--- src/rtl/seven_segment_decoder_if.sv ---
// Segment-bus receive interface: seven raw segment lines toward the decoder,
// decoded hex value plus valid/error/update flags back from it.
interface seven_segment_decoder_if;
    logic       seg_a;
    logic       seg_b;
    logic       seg_c;
    logic       seg_d;
    logic       seg_e;
    logic       seg_f;
    logic       seg_g;
    logic [3:0] value;
    logic       valid;
    logic       error;
    logic       update;

    modport master (
        output seg_a, seg_b, seg_c, seg_d, seg_e, seg_f, seg_g,
        input  value, valid, error, update
    );

    modport slave (
        input  seg_a, seg_b, seg_c, seg_d, seg_e, seg_f, seg_g,
        output value, valid, error, update
    );
endinterface

--- src/rtl/seven_segment_decoder.sv ---
// Recovers a hex digit from seven (possibly asynchronous) segment lines once the
// synchronised pattern has been stable for STABLE_CYCLES clocks.
module seven_segment_decoder #(
    parameter int STABLE_CYCLES = 4,
    parameter bit ACTIVE_LOW    = 1'b0
) (
    input  logic                    i_clk,
    input  logic                    i_rst,
    seven_segment_decoder_if.slave  bus
);
    localparam int               CNT_W    = $clog2(STABLE_CYCLES + 1);
    localparam logic [CNT_W-1:0] CNT_MAX  = CNT_W'(STABLE_CYCLES);
    localparam logic [CNT_W-1:0] CNT_ONE  = CNT_W'(1);
    localparam logic [6:0]       POL_MASK = ACTIVE_LOW ? 7'h7f : 7'h00;

    // Returns {legal, value}; pattern order is {A,B,C,D,E,F,G}
    function automatic logic [4:0] decode_pattern(input logic [6:0] pat);
        logic [4:0] res;
        case (pat)
            7'b1111110: res = {1'b1, 4'h0};
            7'b0110000: res = {1'b1, 4'h1};
            7'b1101101: res = {1'b1, 4'h2};
            7'b1111001: res = {1'b1, 4'h3};
            7'b0110011: res = {1'b1, 4'h4};
            7'b1011011: res = {1'b1, 4'h5};
            7'b1011111: res = {1'b1, 4'h6};
            7'b1110000: res = {1'b1, 4'h7};
            7'b1111111: res = {1'b1, 4'h8};
            7'b1110011: res = {1'b1, 4'h9};
            7'b1110111: res = {1'b1, 4'hA};
            7'b0011111: res = {1'b1, 4'hB};
            7'b1001110: res = {1'b1, 4'hC};
            7'b0111101: res = {1'b1, 4'hD};
            7'b1001111: res = {1'b1, 4'hE};
            7'b1000111: res = {1'b1, 4'hF};
            default:    res = 5'b0_0000;
        endcase
        return res;
    endfunction

    logic [6:0]       seg_raw_s;
    logic [6:0]       sync1_r;
    logic [6:0]       sync2_r;
    logic [6:0]       pat_s;
    logic [6:0]       held_r;
    logic [6:0]       acc_r;
    logic [CNT_W-1:0] cnt_r;
    logic [4:0]       dec_s;
    logic             accept_s;
    logic [3:0]       value_r;
    logic             valid_r;
    logic             error_r;
    logic             update_r;

    assign seg_raw_s = {bus.seg_a, bus.seg_b, bus.seg_c, bus.seg_d,
                        bus.seg_e, bus.seg_f, bus.seg_g};

    // Polarity correction, decode of the held pattern and the accept decision
    always_comb begin
        pat_s    = sync2_r ^ POL_MASK;
        dec_s    = decode_pattern(held_r);
        accept_s = (cnt_r == CNT_MAX) && (pat_s == held_r) && (held_r != acc_r);
    end

    // Two-flop synchroniser on all seven lines
    always_ff @(posedge i_clk or posedge i_rst) begin
        if (i_rst) begin
            sync1_r <= 7'b000_0000;
            sync2_r <= 7'b000_0000;
        end else begin
            sync1_r <= seg_raw_s;
            sync2_r <= sync1_r;
        end
    end

    // Stability tracker: any change restarts the run, a steady run saturates
    always_ff @(posedge i_clk or posedge i_rst) begin
        if (i_rst) begin
            held_r <= 7'b000_0000;
            cnt_r  <= '0;
        end else if (pat_s != held_r) begin
            held_r <= pat_s;
            cnt_r  <= CNT_ONE;
        end else if (cnt_r != CNT_MAX) begin
            cnt_r  <= cnt_r + CNT_ONE;
        end else begin
            cnt_r  <= cnt_r;
        end
    end

    // Publish stage; an illegal pattern keeps the last good value on o_value
    always_ff @(posedge i_clk or posedge i_rst) begin
        if (i_rst) begin
            acc_r    <= 7'b000_0000;
            value_r  <= 4'h0;
            valid_r  <= 1'b0;
            error_r  <= 1'b0;
            update_r <= 1'b0;
        end else begin
            update_r <= accept_s;
            if (accept_s) begin
                acc_r <= held_r;
                if (dec_s[4]) begin
                    value_r <= dec_s[3:0];
                    valid_r <= 1'b1;
                    error_r <= 1'b0;
                end else begin
                    value_r <= value_r;
                    valid_r <= 1'b0;
                    error_r <= 1'b1;
                end
            end else begin
                acc_r   <= acc_r;
                value_r <= value_r;
                valid_r <= valid_r;
                error_r <= error_r;
            end
        end
    end

    assign bus.value  = value_r;
    assign bus.valid  = valid_r;
    assign bus.error  = error_r;
    assign bus.update = update_r;
endmodule
--- src/flat_wrapper.sv ---
// flat-port wrapper written by rule: the top's interface ports become plain ports
module seven_segment_decoder_flat 
#(
    parameter int STABLE_CYCLES = 4,
    parameter bit ACTIVE_LOW    = 1'b0
)
  (i_clk, i_rst, bus_seg_a, bus_seg_b, bus_seg_c, bus_seg_d, bus_seg_e, bus_seg_f, bus_seg_g, bus_value, bus_valid, bus_error, bus_update);
  seven_segment_decoder_if bus_i ();
  input  logic i_clk;
  input  logic i_rst;
  input wire logic [$bits(bus_i.seg_a)-1:0] bus_seg_a;
  input wire logic [$bits(bus_i.seg_b)-1:0] bus_seg_b;
  input wire logic [$bits(bus_i.seg_c)-1:0] bus_seg_c;
  input wire logic [$bits(bus_i.seg_d)-1:0] bus_seg_d;
  input wire logic [$bits(bus_i.seg_e)-1:0] bus_seg_e;
  input wire logic [$bits(bus_i.seg_f)-1:0] bus_seg_f;
  input wire logic [$bits(bus_i.seg_g)-1:0] bus_seg_g;
  output wire logic [$bits(bus_i.value)-1:0] bus_value;
  output wire logic [$bits(bus_i.valid)-1:0] bus_valid;
  output wire logic [$bits(bus_i.error)-1:0] bus_error;
  output wire logic [$bits(bus_i.update)-1:0] bus_update;
  assign bus_i.seg_a = bus_seg_a;
  assign bus_i.seg_b = bus_seg_b;
  assign bus_i.seg_c = bus_seg_c;
  assign bus_i.seg_d = bus_seg_d;
  assign bus_i.seg_e = bus_seg_e;
  assign bus_i.seg_f = bus_seg_f;
  assign bus_i.seg_g = bus_seg_g;
  assign bus_value = bus_i.value;
  assign bus_valid = bus_i.valid;
  assign bus_error = bus_i.error;
  assign bus_update = bus_i.update;
  seven_segment_decoder #(.STABLE_CYCLES(STABLE_CYCLES), .ACTIVE_LOW(ACTIVE_LOW)) u_core (.i_clk(i_clk), .i_rst(i_rst), .bus(bus_i));
endmodule
--- config.mk ---
export PLATFORM = sky130hd
export DESIGN_NAME = seven_segment_decoder_flat
export DESIGN_NICKNAME = d
export VERILOG_FILES = /design/src/rtl/seven_segment_decoder_if.sv /design/src/rtl/seven_segment_decoder.sv /design/src/flat_wrapper.sv
export SDC_FILE = /design/constraint.sdc
export NUM_CORES = 1
export LEC_CHECK = 0
export ABC_AREA = 1
export CAP_MARGIN = 20
export CORE_UTILIZATION = 25
export DETAILED_ROUTE_END_ITERATION = 10
export PLACE_DENSITY = 0.49
export SETUP_SLACK_MARGIN = 0.1
export SLEW_MARGIN = 20
export SYNTH_ARGS = -nofsm -noshare
export SYNTH_HDL_FRONTEND = slang
export SYNTH_SLANG_ARGS = --single-unit
--- constraint.sdc ---
create_clock -name i_clk -period 1.7 [get_ports i_clk]
set_clock_uncertainty 0.15 [all_clocks]
set_input_delay 0.34 -clock i_clk [delete_from_list [all_inputs] [get_ports i_clk]]
set_output_delay 0.34 -clock i_clk [all_outputs]
set_load 0.05 [all_outputs]
==> results by group, run 1 <==
Critical path
  • CP Data Arrival Time: 1.79 ns
  • Worst Setup SP: u_core.held_r[6]$_DFFE_PP0P_
  • Setup CP Type: reg2reg
  • Crit-path cells: buf_4 > xnor2_2 > nand3_2 > nor2_4 > buf_12 > nor2_4 > o21ai_1 > nand2_1
  • CP max stage delay: 0.49 ns
  • Slowest-stage cell, CP: dfrtp_2
  • Launch point of the worst reg-to-reg path: u_core.held_r[6]$_DFFE_PP0P_
  • Worst Setup End Kind: register
  • CP Data Required Time: 1.73 ns
  • Startpoint Class: register
  • Most used cell, CP: nor2_4
  • Worst-path fanout max: 6

Placement
  • Placed Cells: 319
  • Routability cong.: 0.778
  • PortBufs: 15
  • Final HPWL DP: 2.31 mm

Yosys
  • Syn Area/Cell: 8.60 sq um
  • Post-Synthesis Cells: 210
  • Async S/R FF share, synth: 100%
  • Top cells by area, synth: dfrtp_1 (53%), nand2_1 (12%), nor2_1 (6.9%), xnor2_1 (4.4%), nand3_1 (3.3%)
  • Largest area contributor in the netlist: dfrtp_1
  • Synthesized area: 0.00181 sq mm
  • Cell with the most instances after synthesis: nand2_1
  • Area fraction of the dominant cell type after synthesis: 52.6%
  • Syn_nets: 221
  • Flops & latches, synth: 38
  • Most common flop cell mapped by yosys: dfrtp_1
  • Yosys warns: 0
  • Sequential area share after synthesis: 52.6%
  • Post-synth cell types: 26
  • Post-synth top cells: nand2_1 (59), dfrtp_1 (38), nor2_1 (33)
  • Post-synth EDFFs: 0

Clocking
  • Clock Tree Buf Depth: 2
  • CTS Buf Count: 5
  • Clk Latency, worst-skew pair: 0.29 ns
  • Htree depth: 2
  • Worst-path clk slew: 0.07 ns
  • Clock root cell: clkbuf_8
  • Total clock sinks: 38
  • CTS tree: built

Run status
  • Status: complete, but fails checks
  • Failing checks: negative setup slack

GRT
  • Number of global-route vias before repair: 1,378
  • GRT Resource Usage Total: 11.5%
  • First-pass GRT wire length: 6.59 mm
  • Pin count of the biggest net entering global routing: 39
  • Antenna violations before repair: 0
  • Gr ovfl total: 0

Power
  • P_leak: 1.24 nW
  • Clk pwr share: 39.3%
  • Logic pwr share: 9.7%
  • Power Dens Cells: 724 mW/mm^2
  • Int Power: 1.45 mW
  • Maximum vdd drop: 0.000505 V
  • Switching Share: 22.8%
  • NetSw: 0.429 mW
  • Flop pwr share: 51.0%

Detailed routing
  • Drt total wl: 3.71 mm
  • # DRC: 0
  • DR vias: 1,404
  • DR pass1 iterations: 4
  • Initial DRC Count: 57
  • Vias/cell: 4.08
  • Post-route antenna net violation count: 0
  • Routed len/inst: 10.8 um

Final layout
  • N_diodes: 0
  • Area growth, synth to finish: 44.0%
  • Fin util: 37.9%
  • Final std cells w/o fill: 344
  • Share of cells above drive strength 1: 38.3%
  • Fin nets: 258

Die
  • Die Y-Extent: 87.0 um
  • Core footprint: 0.00687 sq mm
  • DIE AREA: 0.00757 sq mm
  • Num ports: 16
  • Chip width: 87.0 um
  • FP Rows: 30
  • Initial Utilization: 26.3%

STA
  • Slew margin rel.: 84.5%
  • Hold Fails Final Rpt: 0
  • Setup Viol. Count Final: 13
  • Period Utilization, post-route: 104%
  • Worst-Margin Slew: 0.232 ns
  • Max Fclk: 568 MHz
  • RSZ-0062 raised after global routing: true
  • Slew Viols, Final: 0
  • Clock period minus worst slack: 1.76 ns
  • Worst setup margin: -0.0601 ns

Job
  • Max-cap violations: 0

Worst hold path
  • Worst hold path type: reg2reg
  • Worst hold start: u_core.sync1_r[6]$_DFF_PP0_
[area by class of cell]
class                   instances  area, sq um
clock buffers                   5         68.8
fillers                       703         4270
flip-flops and latches         38          960
clock inverters                 3         40.0
inverters                      17         68.8
repair buffers                 44          503
well taps                      96          120
multi-input cells             141          841
[power by group through the flow]
stage | clock network (mW) | registers [mW] | logic (mW)
2_1_floorplan | 0 | 0.955 | 0.110
3_3_place_gp | 0 | 0.979 | 0.127
3_5_place_dp | 0 | 0.980 | 0.127
4_1_cts | 0.768 | 0.960 | 0.168
5_1_grt | 0.811 | 0.964 | 0.203
6_report | 0.740 | 0.961 | 0.182
[state kept, by name, indices dropped and copies added, names as in the netlist]
| register | cells |
|---|---|
| u_core.bus.valid | 1 |
| u_core.acc_r | 7 |
| u_core.bus.update | 1 |
| u_core.cnt_r | 3 |
| u_core.sync1_r | 7 |
| u_core.pat_s | 7 |
| u_core.bus.error | 1 |
| u_core.bus.value | 4 |
| u_core.held_r | 7 |
[what timing repair did]
item / in CTS / in global routing
setup buffers: 13 / 4
endpoints found under the setup margin: 14 / 16
hold buffers: 0 / 0
gates cloned: 1 / 0
gates resized for setup: 31 / 19
pin swaps: 10 / 12
[critical path: cells and delay by family, from the launching register on]
| family | cells | cell delay [ns] |
|---|---|---|
| AO/OA/AOI/OAI | 1 | 0.08 |
| XOR/XNOR | 1 | 0.15 |
| buffers and inverters | 2 | 0.32 |
| flip-flops | 1 | 0.49 |
| AND/OR/NAND/NOR | 4 | 0.45 |
[layout by cell type (no fill, tap or decap)]
| cell | instances |
|---|---|
| buf_4 | 17 |
| bufinv_16 | 1 |
| nand2_4 | 3 |
| nand4_1 | 4 |
| nand2_2 | 11 |
| or2_2 | 1 |
| dfrtp_2 | 7 |
| nand2_1 | 48 |
| inv_6 | 1 |
| o21ai_0 | 2 |
| xnor2_1 | 6 |
| xor2_1 | 5 |
| o21ai_1 | 1 |
| nand3_1 | 9 |
| buf_6 | 8 |
| a21oi_2 | 1 |
| nor3_4 | 1 |
| nor2_2 | 6 |
| nand3_4 | 2 |
| clkinv_2 | 2 |
| ha_1 | 2 |
| nor3_2 | 1 |
| inv_2 | 7 |
| clkdlybuf4s50_1 | 8 |
| xnor2_2 | 3 |
| inv_1 | 9 |
| buf_2 | 1 |
| buf_12 | 10 |
| clkbuf_8 | 5 |
| nor2_8 | 1 |
| nor2_1 | 28 |
| nor2_4 | 3 |
| dfrtp_1 | 31 |
| nand3_2 | 3 |
[path summary, 6_finish.rpt]
check / to / slack, ns / depth (start not counted)
worst max-delay path: u_core.bus.value[3]$_DFFE_PP0P_ / -0.06 / 8
worst min-delay path: u_core.pat_s[6]$_DFF_PP0_ / 0.20 / 0
worst max register to register: u_core.bus.value[3]$_DFFE_PP0P_ / -0.06 / 8
worst min register to register: u_core.pat_s[6]$_DFF_PP0_ / 0.20 / 0
max in group asynchronous: u_core.held_r[3]$_DFFE_PP0P_ / 0.95 / 3
min in group asynchronous: u_core.sync1_r[2]$_DFF_PP0_ / 0.25 / 3
[kinds of logic (layout without fill, tap and decap cells)]
family / count (synthesis) / count (layout) / synth area share, %
AO/OA/AOI/OAI: 4 / 4 / 1.11
XOR/XNOR: 14 / 14 / 6.79
adder cells (fa/ha/maj): 2 / 2 / 1.38
buffers and inverters: 32 / 69 / 8.38
flip-flops: 38 / 38 / 52.6
AND/OR/NAND/NOR: 120 / 121 / 29.7
[per-stage QoR]
| step | setup slack [ns] | total power, mW | setup TNS (ns) | hold WS [ns] | instance area, sq um |
|---|---|---|---|---|---|
| 2_1_floorplan | 0.115 | 1.06 | 0 | 0.181 | 1810 |
| 3_3_place_gp | -0.111 | 1.11 | -1.20 | 0.182 | 2170 |
| 3_5_place_dp | -0.111 | 1.11 | -1.15 | 0.185 | 2170 |
| 4_1_cts | 0.000461 | 1.90 | 0 | 0.203 | 2500 |
| 5_1_grt | -0.155 | 1.98 | -1.85 | 0.207 | 2600 |
| 6_report | -0.0601 | 1.88 | -0.492 | 0.200 | 2600 |
[layer usage]
layer	up-vias	GRT usage (%)	wire length (um)
met5	-	0	0
met3	10	3.32	136
met2	31	17.4	1730
met4	0	5.45	84
li1	710	-	-
met1	653	15.0	1760
Note: power is estimated with default switching activity, not from simulation.
==> run 2, diff against run 1 <==
--- a/config.mk
+++ b/config.mk
@@ -7,9 +7,10 @@
 export LEC_CHECK = 0
 export ABC_AREA = 1
 export CAP_MARGIN = 20
+export CORE_MARGIN = 1
 export CORE_UTILIZATION = 25
 export DETAILED_ROUTE_END_ITERATION = 10
-export PLACE_DENSITY = 0.49
+export PLACE_DENSITY = 0.5
 export SETUP_SLACK_MARGIN = 0.1
 export SLEW_MARGIN = 20
 export SYNTH_ARGS = -nofsm -noshare
==> constraint.sdc (replaced) <==
create_clock -name i_clk -period 1.55 [get_ports i_clk]
set_clock_uncertainty 0.15 [all_clocks]
set_input_delay 0.31 -clock i_clk [delete_from_list [all_inputs] [get_ports i_clk]]
set_output_delay 0.31 -clock i_clk [all_outputs]
set_load 0.05 [all_outputs]
==> run 2 against run 1 <==
Compared with the run above:
- the run still ends with negative setup slack left
- power rose by 5.0%
- hold slack barely moved
- count of clock-buffer cells in the layout rose by 1
- setup slack got worse by 0.087 ns
- first-iteration DRC count fell by 26%
- die area did not move
- critical path depth rose by 2
- via count fell by 2.7%
- design area rose by 3.9%
- largest cell class unchanged
- highest routed layer unchanged
==> results by group, run 2 (synthesis results as in run 1) <==
Placement
  • Dpl cell area: 0.00225 sq mm (was 0.00217 sq mm)
  • PortBufs: 15 (unchanged)
  • Routability cong.: 0.806 (was 0.778)
  • Final HPWL DP: 2.32 mm (was 2.31 mm)

Clocking
  • Total clock sinks: 38 (unchanged)
  • CTS Buf Count: 5 (unchanged)
  • Clock Tree Buf Depth: 2 (unchanged)
  • Clk Latency, worst-skew pair: 0.28 ns (was 0.29 ns)
  • Worst-path clk slew: 0.08 ns (was 0.07 ns)
  • Htree depth: 2 (unchanged)
  • CTS tree: built (unchanged)
  • Clock root cell: clkbuf_8 (unchanged)

GRT
  • GRT Resource Usage Total: 9.94% (was 11.5%)
  • Gr ovfl total: 0 (unchanged)
  • Antenna violations before repair: 0 (unchanged)
  • Number of global-route vias before repair: 1,259 (was 1,378)
  • First-pass GRT wire length: 5.78 mm (was 6.59 mm)
  • Pin count of the biggest net entering global routing: 39 (unchanged)

Final layout
  • Fin util: 39.3% (was 37.9%)
  • Area growth, synth to finish: 49.6% (was 44.0%)
  • Most common cell after layout, fill and taps aside: nand2_1 (unchanged)
  • N_diodes: 0 (unchanged)
  • Fin area: 0.00270 sq mm (was 0.00260 sq mm)
  • Share of cells above drive strength 1: 49.6% (was 38.3%)
  • Fillcell total: 680 (was 703)
  • FF/Latch Area: 960 sq um (unchanged)
  • Fin nets: 262 (was 258)
  • Area taken by multi-input logic gates: 936 sq um (was 841 sq um)
  • Most frequent cells in the layout: nand2_1 (39), dfrtp_1 (31), buf_4 (25), nand2_2 (20), nor2_1 (16) (was nand2_1 (48), dfrtp_1 (31), nor2_1 (28), buf_4 (17), nand2_2 (11))

Power
  • Switching Share: 24.8% (was 22.8%)
  • Logic pwr share: 10.8% (was 9.7%)
  • Power, Total: 1.98 mW (was 1.88 mW)
  • Power Dens Cells: 731 mW/mm^2 (was 724 mW/mm^2)
  • Clk pwr share: 35.6% (was 39.3%)
  • Maximum vdd drop: 0.000544 V (was 0.000505 V)
  • P_leak: 1.26 nW (was 1.24 nW)
  • NetSw: 0.490 mW (was 0.429 mW)
  • Int Power: 1.49 mW (was 1.45 mW)
  • Flop pwr share: 53.6% (was 51.0%)

Detailed routing
  • Initial DRC Count: 42 (was 57)
  • Vias/cell: 3.93 (was 4.08)
  • DR vias: 1,366 (was 1,404)
  • Drt total wl: 3.49 mm (was 3.71 mm)
  • Routed len/inst: 10.0 um (was 10.8 um)
  • # DRC: 0 (unchanged)
  • DR pass1 iterations: 4 (unchanged)
  • Post-route antenna net violation count: 0 (unchanged)

Critical path
  • Worst reg2reg setup slack: -0.15 ns (was -0.06 ns)
  • CP Data Required Time: 1.62 ns (was 1.73 ns)
  • Worst-path fanout max: 6 (unchanged)
  • Setup CP Type: reg2reg (unchanged)
  • FF-to-FF End: u_core.bus.error$_DFFE_PP0P_ (was u_core.bus.value[3]$_DFFE_PP0P_)
  • CP Data Arrival Time: 1.77 ns (was 1.79 ns)
  • Worst Setup End Kind: register (unchanged)
  • Critical path destination: u_core.bus.error$_DFFE_PP0P_ (was u_core.bus.value[3]$_DFFE_PP0P_)
  • Launch point of the worst reg-to-reg path: u_core.held_r[6]$_DFFE_PP0P_ (unchanged)
  • Worst Setup SP: u_core.held_r[6]$_DFFE_PP0P_ (unchanged)
  • Startpoint Class: register (unchanged)
  • Worst Reg-to-Reg Cells: 10 (was 8)

STA
  • Clock period minus worst slack: 1.70 ns (was 1.76 ns)
  • Worst-Margin Slew: 0.244 ns (was 0.232 ns)
  • Slew margin rel.: 83.7% (was 84.5%)
  • Slew Viols, Final: 0 (unchanged)
  • Hold Fails Final Rpt: 0 (unchanged)
  • Worst setup margin: -0.147 ns (was -0.0601 ns)
  • RSZ-0062 raised after global routing: true (unchanged)
  • Period Utilization, post-route: 110% (was 104%)
  • Setup Viol. Count Final: 17 (was 13)
  • Max Fclk: 589 MHz (was 568 MHz)
  • Hold slack: 0.200 ns (about the same)

Worst hold path
  • Worst hold path type: reg2reg (unchanged)

Die
  • Initial Utilization: 26.3% (unchanged)
  • Core footprint: 0.00687 sq mm (unchanged)
  • FP Rows: 30 (unchanged)
  • DIE AREA: 0.00757 sq mm (unchanged)
  • Die Y-Extent: 87.0 um (unchanged)
  • Num ports: 16 (unchanged)
  • Chip width: 87.0 um (unchanged)

Run status
  • Status: complete, but fails checks (unchanged)
  • Failing checks: negative setup slack (unchanged)

Job
  • Max-cap violations: 0 (unchanged)
[run 2: worst min-delay path by stage]
stage / from / endpoint / slack (ns) / cells past startpoint
final: u_core.sync1_r[1]$_DFF_PP0_ / u_core.pat_s[1]$_DFF_PP0_ / 0.20 / 0
after global routing: u_core.sync1_r[1]$_DFF_PP0_ / u_core.pat_s[1]$_DFF_PP0_ / 0.21 / 0
after CTS: u_core.sync1_r[4]$_DFF_PP0_ / u_core.pat_s[4]$_DFF_PP0_ / 0.20 / 0
after detailed placement: u_core.sync1_r[0]$_DFF_PP0_ / u_core.pat_s[0]$_DFF_PP0_ / 0.18 / 0
after global placement: u_core.sync1_r[1]$_DFF_PP0_ / u_core.pat_s[1]$_DFF_PP0_ / 0.18 / 0
after floorplan: u_core.sync1_r[0]$_DFF_PP0_ / u_core.pat_s[0]$_DFF_PP0_ / 0.18 / 0
[run 2: layer usage]
layer	routed length [um]	track usage, %
met5	0	0
met1	1630	12.9
met4	19	2.73
met2	1740	16.2
met3	94	2.84
[run 2: through the flow]
step | cells | TNS [ns] | setup WS, ns
finish | 348 | -1.72 | -0.147
detailed placement | 324 | -3.19 | -0.270
floorplan | 210 | -0.0265 | -0.0115
CTS | 340 | -1.44 | -0.119
global placement | 324 | -2.96 | -0.248
global route | 348 | -3.30 | -0.235
[run 2: power groups by stage]
stage / sequential [mW] / clock [mW] / combinational [mW]
floorplan: 1.05 / 0 / 0.139
CTS: 1.06 / 0.732 / 0.179
global route: 1.06 / 0.775 / 0.236
global placement: 1.07 / 0 / 0.154
finish: 1.06 / 0.705 / 0.213
detailed placement: 1.08 / 0 / 0.154
[run 2: critical path, stage by stage (launching register included)]
cell and delay [ns]:
dfrtp_2 0.48, buf_4 0.16, nand3_2 0.09, nor2_2 0.05, nor2_1 0.13, nand2_2 0.09, nor2_4 0.15, buf_4 0.12
buf_4 0.09, nand3_1 0.06, nand2_1 0.05
[run 2: repair_timing]
item | CTS | global route
endpoints found under the setup margin | 17 | 17
hold buffers | 0 | 0
resized for setup | 27 | 48
pin swaps | 21 | 21
setup buffers | 8 | 8
[run 2: layout make-up]
class	count	area share, %
inverter	17	2.73
clock inverter	2	0.463
sequential	38	35.5
timing repair buffer	49	19.2
tap	96	4.44
multi-input combinational	140	34.6
clock buffer	6	3.06
==> run 3, diff against run 2 <==
--- a/config.mk
+++ b/config.mk
@@ -7,10 +7,14 @@
 export LEC_CHECK = 0
 export ABC_AREA = 1
 export CAP_MARGIN = 20
+export CELL_PAD_IN_SITES_DETAIL_PLACEMENT = 2
+export CELL_PAD_IN_SITES_GLOBAL_PLACEMENT = 2
 export CORE_MARGIN = 1
 export CORE_UTILIZATION = 25
 export DETAILED_ROUTE_END_ITERATION = 10
-export PLACE_DENSITY = 0.5
+export GPL_TIMING_DRIVEN = 0
+export PLACE_DENSITY = 0.7
+export RECOVER_POWER = 25
 export SETUP_SLACK_MARGIN = 0.1
 export SLEW_MARGIN = 20
 export SYNTH_ARGS = -nofsm -noshare
==> run 3 against run 2 <==
Compared with the run above:
- the flow still finishes with violations (negative setup slack)
- sequential share of layout area grew 2.8 points
- count of clock-buffer cells in the layout is the same
- flip-flop and latch count unchanged
- critical path depth rose by 1
- die area did not move
- first-iteration DRC count unchanged
- via count rose by 5.2%
- critical endpoint unchanged
- largest power group unchanged
==> results by group, run 3 (synthesis results as in run 1) <==
STA
  • RSZ-0062 raised after global routing: true (unchanged)
  • Slew margin rel.: 68.6% (was 83.7%)
  • Period Utilization, post-route: 111% (was 110%)
  • Slew Viols, Final: 0 (unchanged)
  • Clock period minus worst slack: 1.73 ns (was 1.70 ns)
  • Setup tns final: -1.79 ns (was -1.72 ns)
  • Setup Viol. Count Final: 13 (was 17)
  • Max Fclk: 579 MHz (was 589 MHz)
  • Worst-Margin Slew: 0.471 ns (was 0.244 ns)
  • Hold Fails Final Rpt: 0 (unchanged)
  • Worst setup margin: -0.178 ns (was -0.147 ns)

Critical path
  • Startpoint Class: register (unchanged)
  • Worst Setup SP: u_core.held_r[2]$_DFFE_PP0P_ (was u_core.held_r[6]$_DFFE_PP0P_)
  • CP Data Required Time: 1.58 ns (was 1.62 ns)
  • Setup CP Type: reg2reg (unchanged)
  • Worst Setup End Kind: register (unchanged)
  • Launch point of the worst reg-to-reg path: u_core.held_r[2]$_DFFE_PP0P_ (was u_core.held_r[6]$_DFFE_PP0P_)
  • CP Data Arrival Time: 1.76 ns (was 1.77 ns)
  • Worst reg2reg setup slack: -0.18 ns (was -0.15 ns)
  • Worst-path fanout max: 7 (was 6)

GRT
  • GRT Resource Usage Total: 12.7% (was 9.94%)
  • Number of global-route vias before repair: 1,528 (was 1,259)
  • Gr ovfl total: 0 (unchanged)
  • Antenna violations before repair: 0 (unchanged)
  • First-pass GRT wire length: 7.08 mm (was 5.78 mm)
  • Pin count of the biggest net entering global routing: 28 (was 39)

Power
  • Switching Share: 23.0% (was 24.8%)
  • Maximum vdd drop: 0.000380 V (was 0.000544 V)
  • Flop pwr share: 48.8% (was 53.6%)
  • P_leak: 1.22 nW (was 1.26 nW)
  • NetSw: 0.489 mW (was 0.490 mW)
  • Clk pwr share: 40.5% (was 35.6%)
  • Power Dens Cells: 855 mW/mm^2 (was 731 mW/mm^2)
  • Logic pwr share: 10.8% (about the same)
  • Int Power: 1.63 mW (was 1.49 mW)
  • Power, Total: 2.12 mW (was 1.98 mW)

Final layout
  • Fin nets: 258 (was 262)
  • Fin util: 36.2% (was 39.3%)
  • Fillcell total: 786 (was 680)
  • Most common cell after layout, fill and taps aside: nand2_1 (unchanged)
  • Share of cells above drive strength 1: 37.7% (was 49.6%)
  • Final std cells w/o fill: 343 (was 348)
  • Most frequent cells in the layout: nand2_1 (47), dfrtp_1 (38), nor2_1 (19), nor2_2 (14), nand2_2 (11) (was nand2_1 (39), dfrtp_1 (31), buf_4 (25), nand2_2 (20), nor2_1 (16))
  • N_diodes: 0 (unchanged)
  • Area growth, synth to finish: 37.5% (was 49.6%)

Die
  • Core footprint: 0.00687 sq mm (unchanged)
  • Initial Utilization: 26.3% (unchanged)
  • FP Rows: 30 (unchanged)
  • Num ports: 16 (unchanged)
  • DIE AREA: 0.00757 sq mm (unchanged)
  • Chip width: 87.0 um (unchanged)
  • Die Y-Extent: 87.0 um (unchanged)

Placement
  • Final HPWL DP: 3.02 mm (was 2.32 mm)
  • PortBufs: 15 (unchanged)
  • Placed Cells: 322 (was 324)
  • DP Worst Slack: -0.273 ns (was -0.270 ns)
  • Routability cong.: 0.755 (was 0.806)

Detailed routing
  • # DRC: 0 (unchanged)
  • Post-route antenna net violation count: 0 (unchanged)
  • Drt total wl: 4.26 mm (was 3.49 mm)
  • Routed len/inst: 12.4 um (was 10.0 um)
  • Vias/cell: 4.19 (was 3.93)
  • DR vias: 1,437 (was 1,366)
  • DR pass1 iterations: 3 (was 4)
  • Initial DRC Count: 42 (unchanged)

Worst hold path
  • Worst hold path type: reg2reg (unchanged)
  • Worst hold start: u_core.sync1_r[5]$_DFF_PP0_ (was u_core.sync1_r[1]$_DFF_PP0_)

Clocking
  • CTS tree: built (unchanged)
  • Clock Tree Buf Depth: 2 (unchanged)
  • Clk Latency, worst-skew pair: 0.30 ns (was 0.28 ns)
  • CTS Buf Count: 5 (unchanged)
  • Total clock sinks: 38 (unchanged)
  • Htree depth: 2 (unchanged)
  • Worst-path clk slew: 0.07 ns (was 0.08 ns)
  • Clock root cell: clkbuf_8 (unchanged)

Run status
  • Failing checks: negative setup slack (unchanged)
  • Status: complete, but fails checks (unchanged)

Job
  • Max-cap violations: 0 (unchanged)
## run 3: worst max-delay path: stages (launching register included)
cell and delay, ns:
dfrtp_1 0.37, buf_6 0.14, nor2_2 0.15, nand2_2 0.09
nor2_2 0.12, nor2_2 0.06, nand2_1 0.10, nor2_2 0.06
buf_4 0.13, buf_4 0.12, nand3_1 0.07, nand2_1 0.05
## run 3: timing repair
item / in CTS / in global routing
gates resized for setup: 43 / 37
pin swaps: 6 / 16
endpoints found under the setup margin: 22 / 17
hold buffers: 0 / 0
cloned: 0 / 2
setup buffers: 5 / 7
## run 3: metrics by stage
step	instance area (sq um)	hold slack (ns)
2_1_floorplan	1880	0.181
3_3_place_gp	2150	0.183
3_5_place_dp	2170	0.186
4_1_cts	2300	0.115
5_1_grt	2480	0.207
6_report	2480	0.201
## run 3: area by class of cell
cell class	count	area (sq um)	area share, %
tap	96	120	4.84
sequential	38	951	38.3
inverter	17	68.8	2.77
clock buffer	6	82.6	3.32
clock inverter	1	30.0	1.21
multi-input combinational	140	868	35.0
timing repair buffer	30	243	9.77
buffer	15	120	4.84
## run 3: power by group through the flow
stage	Clock, mW	Combinational, mW	Sequential, mW
3_3_place_gp	0	0.187	1.05
6_report	0.860	0.229	1.04
5_1_grt	0.922	0.255	1.04
3_5_place_dp	0	0.199	1.05
4_1_cts	0.893	0.206	1.03
2_1_floorplan	0	0.139	1.05
## run 3: final timing paths
kind | endpoint | cells past startpoint
worst min-delay path | u_core.pat_s[5]$_DFF_PP0_ | 0
worst min register to register | u_core.pat_s[5]$_DFF_PP0_ | 0
max in group asynchronous | u_core.acc_r[5]$_DFFE_PP0P_ | 3
worst max-delay path | u_core.bus.error$_DFFE_PP0P_ | 11
min in group asynchronous | u_core.sync1_r[4]$_DFF_PP0_ | 2
worst max register to register | u_core.bus.error$_DFFE_PP0P_ | 11
## run 3: per-layer routing
metal  up-vias  wire, um  GRT usage (%)
li1        707         -              -
met1       702      1890           14.2
met2        20      2160           22.6
met3         8       128           3.13
met4         0        82           5.91
met5         -         0              0
